$ cat src/rtl/io_axi_lite_bridge.sv
// io_axi_lite_bridge
// Round-robin arbiter over NUM_REQUESTERS cores feeding a request FIFO, a
// single-outstanding AXI4-Lite master, and a FWFT response FIFO. The response
// FIFO cannot overflow: a slot is reserved (credit) before a transaction starts.
//
// state          | meaning
// ---------------+-----------------------------------------------------------
// S_IDLE         | waiting for a queued request and a free response credit
// S_RD_ADDR      | arvalid high, waiting for arready
// S_RD_DATA      | rready high, waiting for rvalid
// S_WR_ADDR_DATA | awvalid/wvalid high until each channel's own handshake
// S_WR_RESP      | bready high, waiting for bvalid
module io_axi_lite_bridge #(
  parameter int NUM_REQUESTERS = 4,
  parameter int ADDR_WIDTH     = 32,
  parameter int DATA_WIDTH     = 32,
  parameter int TAG_WIDTH      = 2,
  parameter int REQ_FIFO_DEPTH = 8,
  parameter int RSP_FIFO_DEPTH = 8,
  parameter int TIMEOUT_CYCLES = 1024,
  localparam int CORE_W = (NUM_REQUESTERS > 1) ? $clog2(NUM_REQUESTERS) : 1,
  localparam int STRB_W = DATA_WIDTH / 8
) (
  input  logic                                clk,
  input  logic                                reset_n,
  input  logic [NUM_REQUESTERS-1:0]           req_valid,
  output logic [NUM_REQUESTERS-1:0]           req_ready,
  input  logic [NUM_REQUESTERS-1:0]           req_store,
  input  logic [NUM_REQUESTERS*ADDR_WIDTH-1:0] req_addr,
  input  logic [NUM_REQUESTERS*DATA_WIDTH-1:0] req_wdata,
  input  logic [NUM_REQUESTERS*STRB_W-1:0]    req_wstrb,
  input  logic [NUM_REQUESTERS*TAG_WIDTH-1:0] req_tag,
  output logic                                rsp_valid,
  input  logic                                rsp_ready,
  output logic [CORE_W-1:0]                   rsp_core,
  output logic [TAG_WIDTH-1:0]                rsp_tag,
  output logic                                rsp_store,
  output logic [DATA_WIDTH-1:0]               rsp_rdata,
  output logic [1:0]                          rsp_error,
  output logic                                m_axi_awvalid,
  input  logic                                m_axi_awready,
  output logic [ADDR_WIDTH-1:0]               m_axi_awaddr,
  output logic [2:0]                          m_axi_awprot,
  output logic                                m_axi_wvalid,
  input  logic                                m_axi_wready,
  output logic [DATA_WIDTH-1:0]               m_axi_wdata,
  output logic [STRB_W-1:0]                   m_axi_wstrb,
  input  logic                                m_axi_bvalid,
  output logic                                m_axi_bready,
  input  logic [1:0]                          m_axi_bresp,
  output logic                                m_axi_arvalid,
  input  logic                                m_axi_arready,
  output logic [ADDR_WIDTH-1:0]               m_axi_araddr,
  output logic [2:0]                          m_axi_arprot,
  input  logic                                m_axi_rvalid,
  output logic                                m_axi_rready,
  input  logic [DATA_WIDTH-1:0]               m_axi_rdata,
  input  logic [1:0]                          m_axi_rresp
);

  localparam int RQ_AW  = $clog2(REQ_FIFO_DEPTH);
  localparam int RS_AW  = $clog2(RSP_FIFO_DEPTH);
  localparam int CRED_W = $clog2(RSP_FIFO_DEPTH + 1);
  localparam int TMR_W  = (TIMEOUT_CYCLES > 1) ? $clog2(TIMEOUT_CYCLES) : 1;
  localparam logic [TMR_W-1:0] TMR_LAST = TMR_W'((TIMEOUT_CYCLES > 0) ? TIMEOUT_CYCLES - 1 : 0);

  typedef enum logic [2:0] {
    S_IDLE, S_RD_ADDR, S_RD_DATA, S_WR_ADDR_DATA, S_WR_RESP
  } state_t;

  function automatic logic [1:0] map_resp(input logic [1:0] resp);
    case (resp)
      2'b10:   return 2'd1;
      2'b11:   return 2'd2;
      default: return 2'd0;
    endcase
  endfunction

  // ---------------- arbiter ----------------
  logic [CORE_W-1:0] arb_ptr;
  logic [CORE_W-1:0] grant_idx;
  logic              grant_vld;
  logic [CORE_W:0]   cand;
  logic              ready_en;
  logic              req_accept;
  logic              rq_full, rq_empty;

  // Round-robin search starting at pointer+1; scanning lowest priority first
  // lets the highest-priority requester overwrite the result.
  always_comb begin
    grant_idx = '0;
    grant_vld = 1'b0;
    cand      = '0;
    for (int k = NUM_REQUESTERS; k >= 1; k--) begin
      cand = {1'b0, arb_ptr} + (CORE_W+1)'(k);
      if (cand >= (CORE_W+1)'(NUM_REQUESTERS)) cand = cand - (CORE_W+1)'(NUM_REQUESTERS);
      if (req_valid[cand[CORE_W-1:0]]) begin
        grant_idx = cand[CORE_W-1:0];
        grant_vld = 1'b1;
      end
    end
  end

  // One-hot accept; held off until the first clock after reset releases.
  always_comb begin
    req_ready = '0;
    if (ready_en && grant_vld && !rq_full) req_ready[grant_idx] = 1'b1;
  end
  assign req_accept = |req_ready;

  // Pointer only moves on an actual handshake.
  always_ff @(posedge clk or negedge reset_n) begin
    if (!reset_n) begin
      arb_ptr  <= '0;
      ready_en <= 1'b0;
    end else begin
      ready_en <= 1'b1;
      if (req_accept) arb_ptr <= grant_idx;
    end
  end

  // ---------------- request FIFO ----------------
  logic [CORE_W-1:0]     rq_core  [REQ_FIFO_DEPTH];
  logic [TAG_WIDTH-1:0]  rq_tag   [REQ_FIFO_DEPTH];
  logic                  rq_store [REQ_FIFO_DEPTH];
  logic [ADDR_WIDTH-1:0] rq_addr  [REQ_FIFO_DEPTH];
  logic [DATA_WIDTH-1:0] rq_wdata [REQ_FIFO_DEPTH];
  logic [STRB_W-1:0]     rq_wstrb [REQ_FIFO_DEPTH];
  logic [RQ_AW:0]        rq_wptr, rq_rptr;
  logic                  rq_pop;

  assign rq_empty = (rq_wptr == rq_rptr);
  assign rq_full  = (rq_wptr[RQ_AW] != rq_rptr[RQ_AW]) &&
                    (rq_wptr[RQ_AW-1:0] == rq_rptr[RQ_AW-1:0]);

  // Request storage; written on the accept edge.
  always_ff @(posedge clk) begin
    if (req_accept) begin
      rq_core [rq_wptr[RQ_AW-1:0]] <= grant_idx;
      rq_tag  [rq_wptr[RQ_AW-1:0]] <= req_tag  [grant_idx*TAG_WIDTH  +: TAG_WIDTH];
      rq_store[rq_wptr[RQ_AW-1:0]] <= req_store[grant_idx];
      rq_addr [rq_wptr[RQ_AW-1:0]] <= req_addr [grant_idx*ADDR_WIDTH +: ADDR_WIDTH];
      rq_wdata[rq_wptr[RQ_AW-1:0]] <= req_wdata[grant_idx*DATA_WIDTH +: DATA_WIDTH];
      rq_wstrb[rq_wptr[RQ_AW-1:0]] <= req_wstrb[grant_idx*STRB_W     +: STRB_W];
    end
  end

  // Request FIFO pointers.
  always_ff @(posedge clk or negedge reset_n) begin
    if (!reset_n) begin
      rq_wptr <= '0;
      rq_rptr <= '0;
    end else begin
      if (req_accept) rq_wptr <= rq_wptr + 1'b1;
      if (rq_pop)     rq_rptr <= rq_rptr + 1'b1;
    end
  end

  logic [CORE_W-1:0]    hd_core;
  logic [TAG_WIDTH-1:0] hd_tag;
  logic                 hd_store;
  assign hd_core  = rq_core [rq_rptr[RQ_AW-1:0]];
  assign hd_tag   = rq_tag  [rq_rptr[RQ_AW-1:0]];
  assign hd_store = rq_store[rq_rptr[RQ_AW-1:0]];

  // ---------------- transaction FSM ----------------
  state_t             state, state_nxt;
  logic               aw_done, w_done, aw_done_nxt, w_done_nxt;
  logic               aw_now, w_now;
  logic [TMR_W-1:0]   tmr;
  logic               timed_out;
  logic [CRED_W-1:0]  credit;
  logic               credit_take;
  logic               rs_push, rs_pop;
  logic [1:0]         rs_push_err;
  logic [DATA_WIDTH-1:0] rs_push_data;

  assign timed_out = (TIMEOUT_CYCLES > 0) && (tmr == TMR_LAST);

  // Next state; a handshake in the final timer cycle wins over the timeout.
  always_comb begin
    state_nxt    = state;
    aw_done_nxt  = aw_done;
    w_done_nxt   = w_done;
    aw_now       = 1'b0;
    w_now        = 1'b0;
    rq_pop       = 1'b0;
    rs_push      = 1'b0;
    rs_push_err  = 2'd0;
    rs_push_data = '0;
    credit_take  = 1'b0;
    case (state)
      S_IDLE: begin
        if (!rq_empty && credit != '0) begin
          credit_take = 1'b1;
          aw_done_nxt = 1'b0;
          w_done_nxt  = 1'b0;
          state_nxt   = hd_store ? S_WR_ADDR_DATA : S_RD_ADDR;
        end
      end
      S_RD_ADDR: begin
        if (m_axi_arready) state_nxt = S_RD_DATA;
        else if (timed_out) begin
          rs_push = 1'b1; rs_push_err = 2'd3; rs_push_data = '1; rq_pop = 1'b1;
          state_nxt = S_IDLE;
        end
      end
      S_RD_DATA: begin
        if (m_axi_rvalid) begin
          rs_push = 1'b1; rs_push_err = map_resp(m_axi_rresp); rs_push_data = m_axi_rdata;
          rq_pop = 1'b1;
          state_nxt = S_IDLE;
        end else if (timed_out) begin
          rs_push = 1'b1; rs_push_err = 2'd3; rs_push_data = '1; rq_pop = 1'b1;
          state_nxt = S_IDLE;
        end
      end
      S_WR_ADDR_DATA: begin
        aw_now = aw_done | m_axi_awready;
        w_now  = w_done  | m_axi_wready;
        if (aw_now && w_now) state_nxt = S_WR_RESP;
        else if (timed_out) begin
          rs_push = 1'b1; rs_push_err = 2'd3; rs_push_data = '1; rq_pop = 1'b1;
          state_nxt = S_IDLE;
        end else begin
          aw_done_nxt = aw_now;
          w_done_nxt  = w_now;
        end
      end
      S_WR_RESP: begin
        if (m_axi_bvalid) begin
          rs_push = 1'b1; rs_push_err = map_resp(m_axi_bresp); rq_pop = 1'b1;
          state_nxt = S_IDLE;
        end else if (timed_out) begin
          rs_push = 1'b1; rs_push_err = 2'd3; rs_push_data = '1; rq_pop = 1'b1;
          state_nxt = S_IDLE;
        end
      end
      default: state_nxt = S_IDLE;
    endcase
  end

  // State, per-channel write handshake flags and the per-state timer.
  always_ff @(posedge clk or negedge reset_n) begin
    if (!reset_n) begin
      state   <= S_IDLE;
      aw_done <= 1'b0;
      w_done  <= 1'b0;
      tmr     <= '0;
    end else begin
      state   <= state_nxt;
      aw_done <= aw_done_nxt;
      w_done  <= w_done_nxt;
      if (state_nxt != state)  tmr <= '0;
      else if (state != S_IDLE) tmr <= tmr + TMR_W'(1);
    end
  end

  assign m_axi_arvalid = (state == S_RD_ADDR);
  assign m_axi_rready  = (state == S_RD_DATA);
  assign m_axi_awvalid = (state == S_WR_ADDR_DATA) && !aw_done;
  assign m_axi_wvalid  = (state == S_WR_ADDR_DATA) && !w_done;
  assign m_axi_bready  = (state == S_WR_RESP);
  assign m_axi_araddr  = rq_addr [rq_rptr[RQ_AW-1:0]];
  assign m_axi_awaddr  = rq_addr [rq_rptr[RQ_AW-1:0]];
  assign m_axi_wdata   = rq_wdata[rq_rptr[RQ_AW-1:0]];
  assign m_axi_wstrb   = rq_wstrb[rq_rptr[RQ_AW-1:0]];
  assign m_axi_awprot  = 3'b000;
  assign m_axi_arprot  = 3'b000;

  // Response-slot credits: taken when a transaction starts, returned on pop.
  always_ff @(posedge clk or negedge reset_n) begin
    if (!reset_n) credit <= CRED_W'(RSP_FIFO_DEPTH);
    else begin
      case ({credit_take, rs_pop})
        2'b10:   credit <= credit - 1'b1;
        2'b01:   credit <= credit + 1'b1;
        default: credit <= credit;
      endcase
    end
  end

  // ---------------- response FIFO ----------------
  logic [CORE_W-1:0]     rs_core  [RSP_FIFO_DEPTH];
  logic [TAG_WIDTH-1:0]  rs_tag   [RSP_FIFO_DEPTH];
  logic                  rs_store [RSP_FIFO_DEPTH];
  logic [DATA_WIDTH-1:0] rs_rdata [RSP_FIFO_DEPTH];
  logic [1:0]            rs_err   [RSP_FIFO_DEPTH];
  logic [RS_AW:0]        rs_wptr, rs_rptr;

  assign rsp_valid = (rs_wptr != rs_rptr);
  assign rs_pop    = rsp_valid && rsp_ready;
  assign rsp_core  = rs_core [rs_rptr[RS_AW-1:0]];
  assign rsp_tag   = rs_tag  [rs_rptr[RS_AW-1:0]];
  assign rsp_store = rs_store[rs_rptr[RS_AW-1:0]];
  assign rsp_rdata = rs_rdata[rs_rptr[RS_AW-1:0]];
  assign rsp_error = rs_err  [rs_rptr[RS_AW-1:0]];

  // Response storage; tagged with the head request's origin.
  always_ff @(posedge clk) begin
    if (rs_push) begin
      rs_core [rs_wptr[RS_AW-1:0]] <= hd_core;
      rs_tag  [rs_wptr[RS_AW-1:0]] <= hd_tag;
      rs_store[rs_wptr[RS_AW-1:0]] <= hd_store;
      rs_rdata[rs_wptr[RS_AW-1:0]] <= rs_push_data;
      rs_err  [rs_wptr[RS_AW-1:0]] <= rs_push_err;
    end
  end

  // Response FIFO pointers.
  always_ff @(posedge clk or negedge reset_n) begin
    if (!reset_n) begin
      rs_wptr <= '0;
      rs_rptr <= '0;
    end else begin
      if (rs_push) rs_wptr <= rs_wptr + 1'b1;
      if (rs_pop)  rs_rptr <= rs_rptr + 1'b1;
    end
  end

endmodule

$ cat config.mk
export PLATFORM = sky130hd
export DESIGN_NAME = io_axi_lite_bridge
export DESIGN_NICKNAME = d
export VERILOG_FILES = /design/src/rtl/io_axi_lite_bridge.sv
export SDC_FILE = /design/constraint.sdc
export NUM_CORES = 1
export LEC_CHECK = 0
export BUFFER_PORTS_ARGS = -buffer_cell sky130_fd_sc_hd__buf_2
export CORE_ASPECT_RATIO = 1.1
export CORE_MARGIN = 2
export CORE_UTILIZATION = 55
export CTS_CLUSTER_DIAMETER = 50
export CTS_CLUSTER_SIZE = 40
export DETAILED_ROUTE_END_ITERATION = 10
export PLACE_DENSITY = 0.72
export SLEW_MARGIN = 20
export SYNTH_ARGS = -nofsm -noshare
export SYNTH_HDL_FRONTEND = slang
export SYNTH_SLANG_ARGS = --single-unit
export TNS_END_PERCENT = 50
$ cat constraint.sdc
create_clock -name clk -period 19.3 [get_ports clk]
set_input_delay 1.93 -clock clk [delete_from_list [all_inputs] [get_ports clk]]
set_output_delay 1.93 -clock clk [all_outputs]
set_load 0.05 [all_outputs]
==> results.toml <==
[synth]
synth_top_area_share_pct = 69.2
syn_area_per_cell_um2 = 20.5
yosysSeqAreaShare_pct = 71.6
ys_ff_latch = 934
syn_area_mm2 = 0.0389
synthArstFlopShare_pct = 4.07
yosysTopAreaCell = "edfxtp_1"
synth.area.top_cells = "edfxtp_1, mux4_2, mux2i_1, mux2_2, dfrtp_1"
synth_warnings = 0
synthCells = 1899
synth_ff_type = "edfxtp_1"
ys_types = 61
synth_edf_count = 896

[clocking]
numCtsBuffers = 79
path_clk_slew_ns = 0.06
cts_max_level = 3
clock-sinks = 934
postCtsSetupRepairBufs = 0
clock_path_buffers = 3
cts_resized = 0
cts_root_buf = "clkbuf_16"
cts_tree = "built"
hold_buffers = 0
clock_latency_ns = 0.64

[placed_design]
placedCellCount = 3210
dp.final_hpwl_mm = 51.7
pre_cts_slack_ns = 13.32
place_congestion = 0.848
portBuffers = 480

[floorplanning]
ios = 487
die_h_um = 283
core_mm2 = 0.0702
die-area_mm2 = 0.0729
rows = 102
die_w_um = 258
start_util_pct = 55.4

[routing]
drc = 0
vias = 19700
wl_mm = 85.9
first_pass_iters = 5
viasPerCell = 5.84
postRouteAntennaNets = 0
wl_per_cell_um = 25.5
drt_iter0_markers = 1346

[cells_and_area]
fin_cells = 3363
nets = 2696
fill_cells = 4739
layout-drive-gt1-share_pct = 43.3
area_delta_synth_final_pct = 15.9

[sta]
finalHoldViolCount = 0
fin_crit_ns = 6.02
finalCritPeriodShare_pct = 31.2
fmax_ghz = 0.166
tightest_slew_ns = 1.08
finalWorstSetupSlack_ns = 13.28
finalSetupTns_ns = 0
finalClockSkew_ns = 0.0311
grt_setup_unrepaired = "no"
relSlewSlack_pct = 26.2
drv_slew = 0
setup_viol = 0

[power_and_ir_drop]
power_density_mw_per_mm2 = 166
ir_drop_uv = 157
p_leak_nw = 15.8

[hold_path]
min_from = "rq_rptr[3]$_DFFE_PN0P_"
min_path_type = "reg2reg"

[critical_path]
reg2reg_to = "rq_addr[0][23]$_DFFE_PP_"
endpoint = "m_axi_araddr[30]"
rr_startpoint = "arb_ptr[1]$_DFFE_PN0P_"
worstSetupPathType = "reg2out"
cp-end-kind = "primary output"
critPathLaunchType = "flop"
cp.arrival_ns = 4.09
worst_ep_required_time_ns = 17.37
path_max_fanout = 70
worstRegToRegCells = 8
startpoint = "rq_rptr[1]$_DFFE_PN0P_"
reg2reg_slack_ns = 14.90

[grt]
grt_overflow = 0
grt_pass1_vias = 21000
grt.total_usage_pct = 23.6
grt_pass1_wl_mm = 127
grt_antenna_before_repair = 5
grt_max_degree = 108

[status]
status = "completed"

[run]
max_cap_viol_count = 0
-- how the worst min path moves through the flow --
stage                              to  cells past startpoint  slack [ns]
2_1_floorplan  rq_wptr[3]$_DFFE_PN0P_                      1        0.46
3_3_place_gp   rq_wptr[3]$_DFFE_PN0P_                      1        0.48
3_5_place_dp   rq_rptr[3]$_DFFE_PN0P_                      1        0.49
4_1_cts        rq_rptr[3]$_DFFE_PN0P_                      1        0.50
5_1_grt        rq_wptr[3]$_DFFE_PN0P_                      1        0.51
6_report       rq_rptr[3]$_DFFE_PN0P_                      1        0.50
-- power breakdown --
group / switching [W] / internal (W)
clock network: 0.000814 / 0.000894
registers: 0.000148 / 0.00270
logic: 0.00190 / 0.00100
-- routing by layer --
layer,vias to the layer above,wire length [um],global-route usage (%)
met5,-,28,0
met4,4,1800,6.77
met3,113,5200,4.56
met2,634,45500,42.0
met1,10300,33400,29.6
li1,8651,-,-
-- logic make-up after synthesis --
logic type | count (synthesis) | synth area share [%]
DFF | 934 | 71.6
adders and majority gates | 9 | 0.309
muxes | 557 | 21.9
AOI/OAI and AO/OA | 71 | 1.17
and+or+nand+nor | 133 | 2.08
buffers and inverters | 160 | 2.11
other | 2 | 0.0193
xor gates and xnor gates | 33 | 0.743
-- through the flow --
stage	total power (W)	util, %	hold slack (ns)	area [um^2]
detailed placement	0.00583	60.1	0.485	42200
global placement	0.00576	60.0	0.477	42100
CTS	0.00754	64.2	0.496	45100
global route	0.00777	64.2	0.507	45100
finish	0.00746	64.2	0.496	45100
floorplan	0.00516	-	0.462	38900
-- synthesized netlist by cell type (10+ instances only) --
cell / number
mux2_2: 116
buf_2: 49
clkbuf_1: 50
dfrtp_1: 37
xnor2_1: 24
inv_1: 11
nand2_1: 18
nor2_2: 11
nor2_1: 17
edfxtp_1: 896
buf_4: 38
nor2b_1: 33
mux2i_1: 215
buf_1: 10
o21ai_0: 12
o21ai_1: 29
mux4_2: 224
-- placed cells by master, fill, tap and decap left out, types with 6 or more instances in the layout --
master	Yosys	layout
nand4_1	8	8
mux2_2	116	116
o21ai_0	12	11
clkinv_8	0	13
clkinvlp_4	0	6
inv_1	11	10
inv_6	0	9
clkinv_1	0	6
nor2b_1	33	33
clkbuf_16	0	81
xnor2_1	24	24
dfrtp_1	37	31
nor2_1	17	16
conb_1	2	7
a21oi_1	9	8
buf_2	49	480
inv_8	0	8
o21ai_1	29	27
ha_1	8	8
edfxtp_1	896	896
nand2b_1	7	7
mux2i_1	215	215
nand2_1	18	18
buf_4	38	36
nor2_2	11	11
mux4_2	224	224
xor2_1	9	9
clkinv_4	0	8
-- cell type report --
cell class	count	area, um^2	area share (%)
Antenna cell	5	12.5	0.0278
Clock buffer	83	2030	4.51
Inverter	11	41.3	0.0916
Timing Repair Buffer	519	2730	6.05
Sequential cell	934	27900	61.9
Tap cell	936	1170	2.60
Multi-Input combinational cell	810	10400	23.0
Clock inverter	65	840	1.86
-- registers in the layout (all words and copies together) (netlist names), 2 cells and up --
register  flops
tmr          10
rq_rptr       4
rs_core      16
rs_err       16
credit        4
rs_wptr       4
rq_wstrb     32
rq_addr     256
rs_store      8
rs_rdata    256
rq_core      16
rq_wptr       4
rq_tag       16
rq_store      8
arb_ptr       2
rq_wdata    256
rs_tag       16
rs_rptr       4
state         3
-- critical path, cell delays in order, from the launching register on --
cell and delay, ns:
dfrtp_4 0.71, buf_4 0.72, buf_4 0.89, mux4_2 0.43, mux2_2 0.33, buf_2 0.23
No activity file was read; power rests on OpenSTA's default activity.
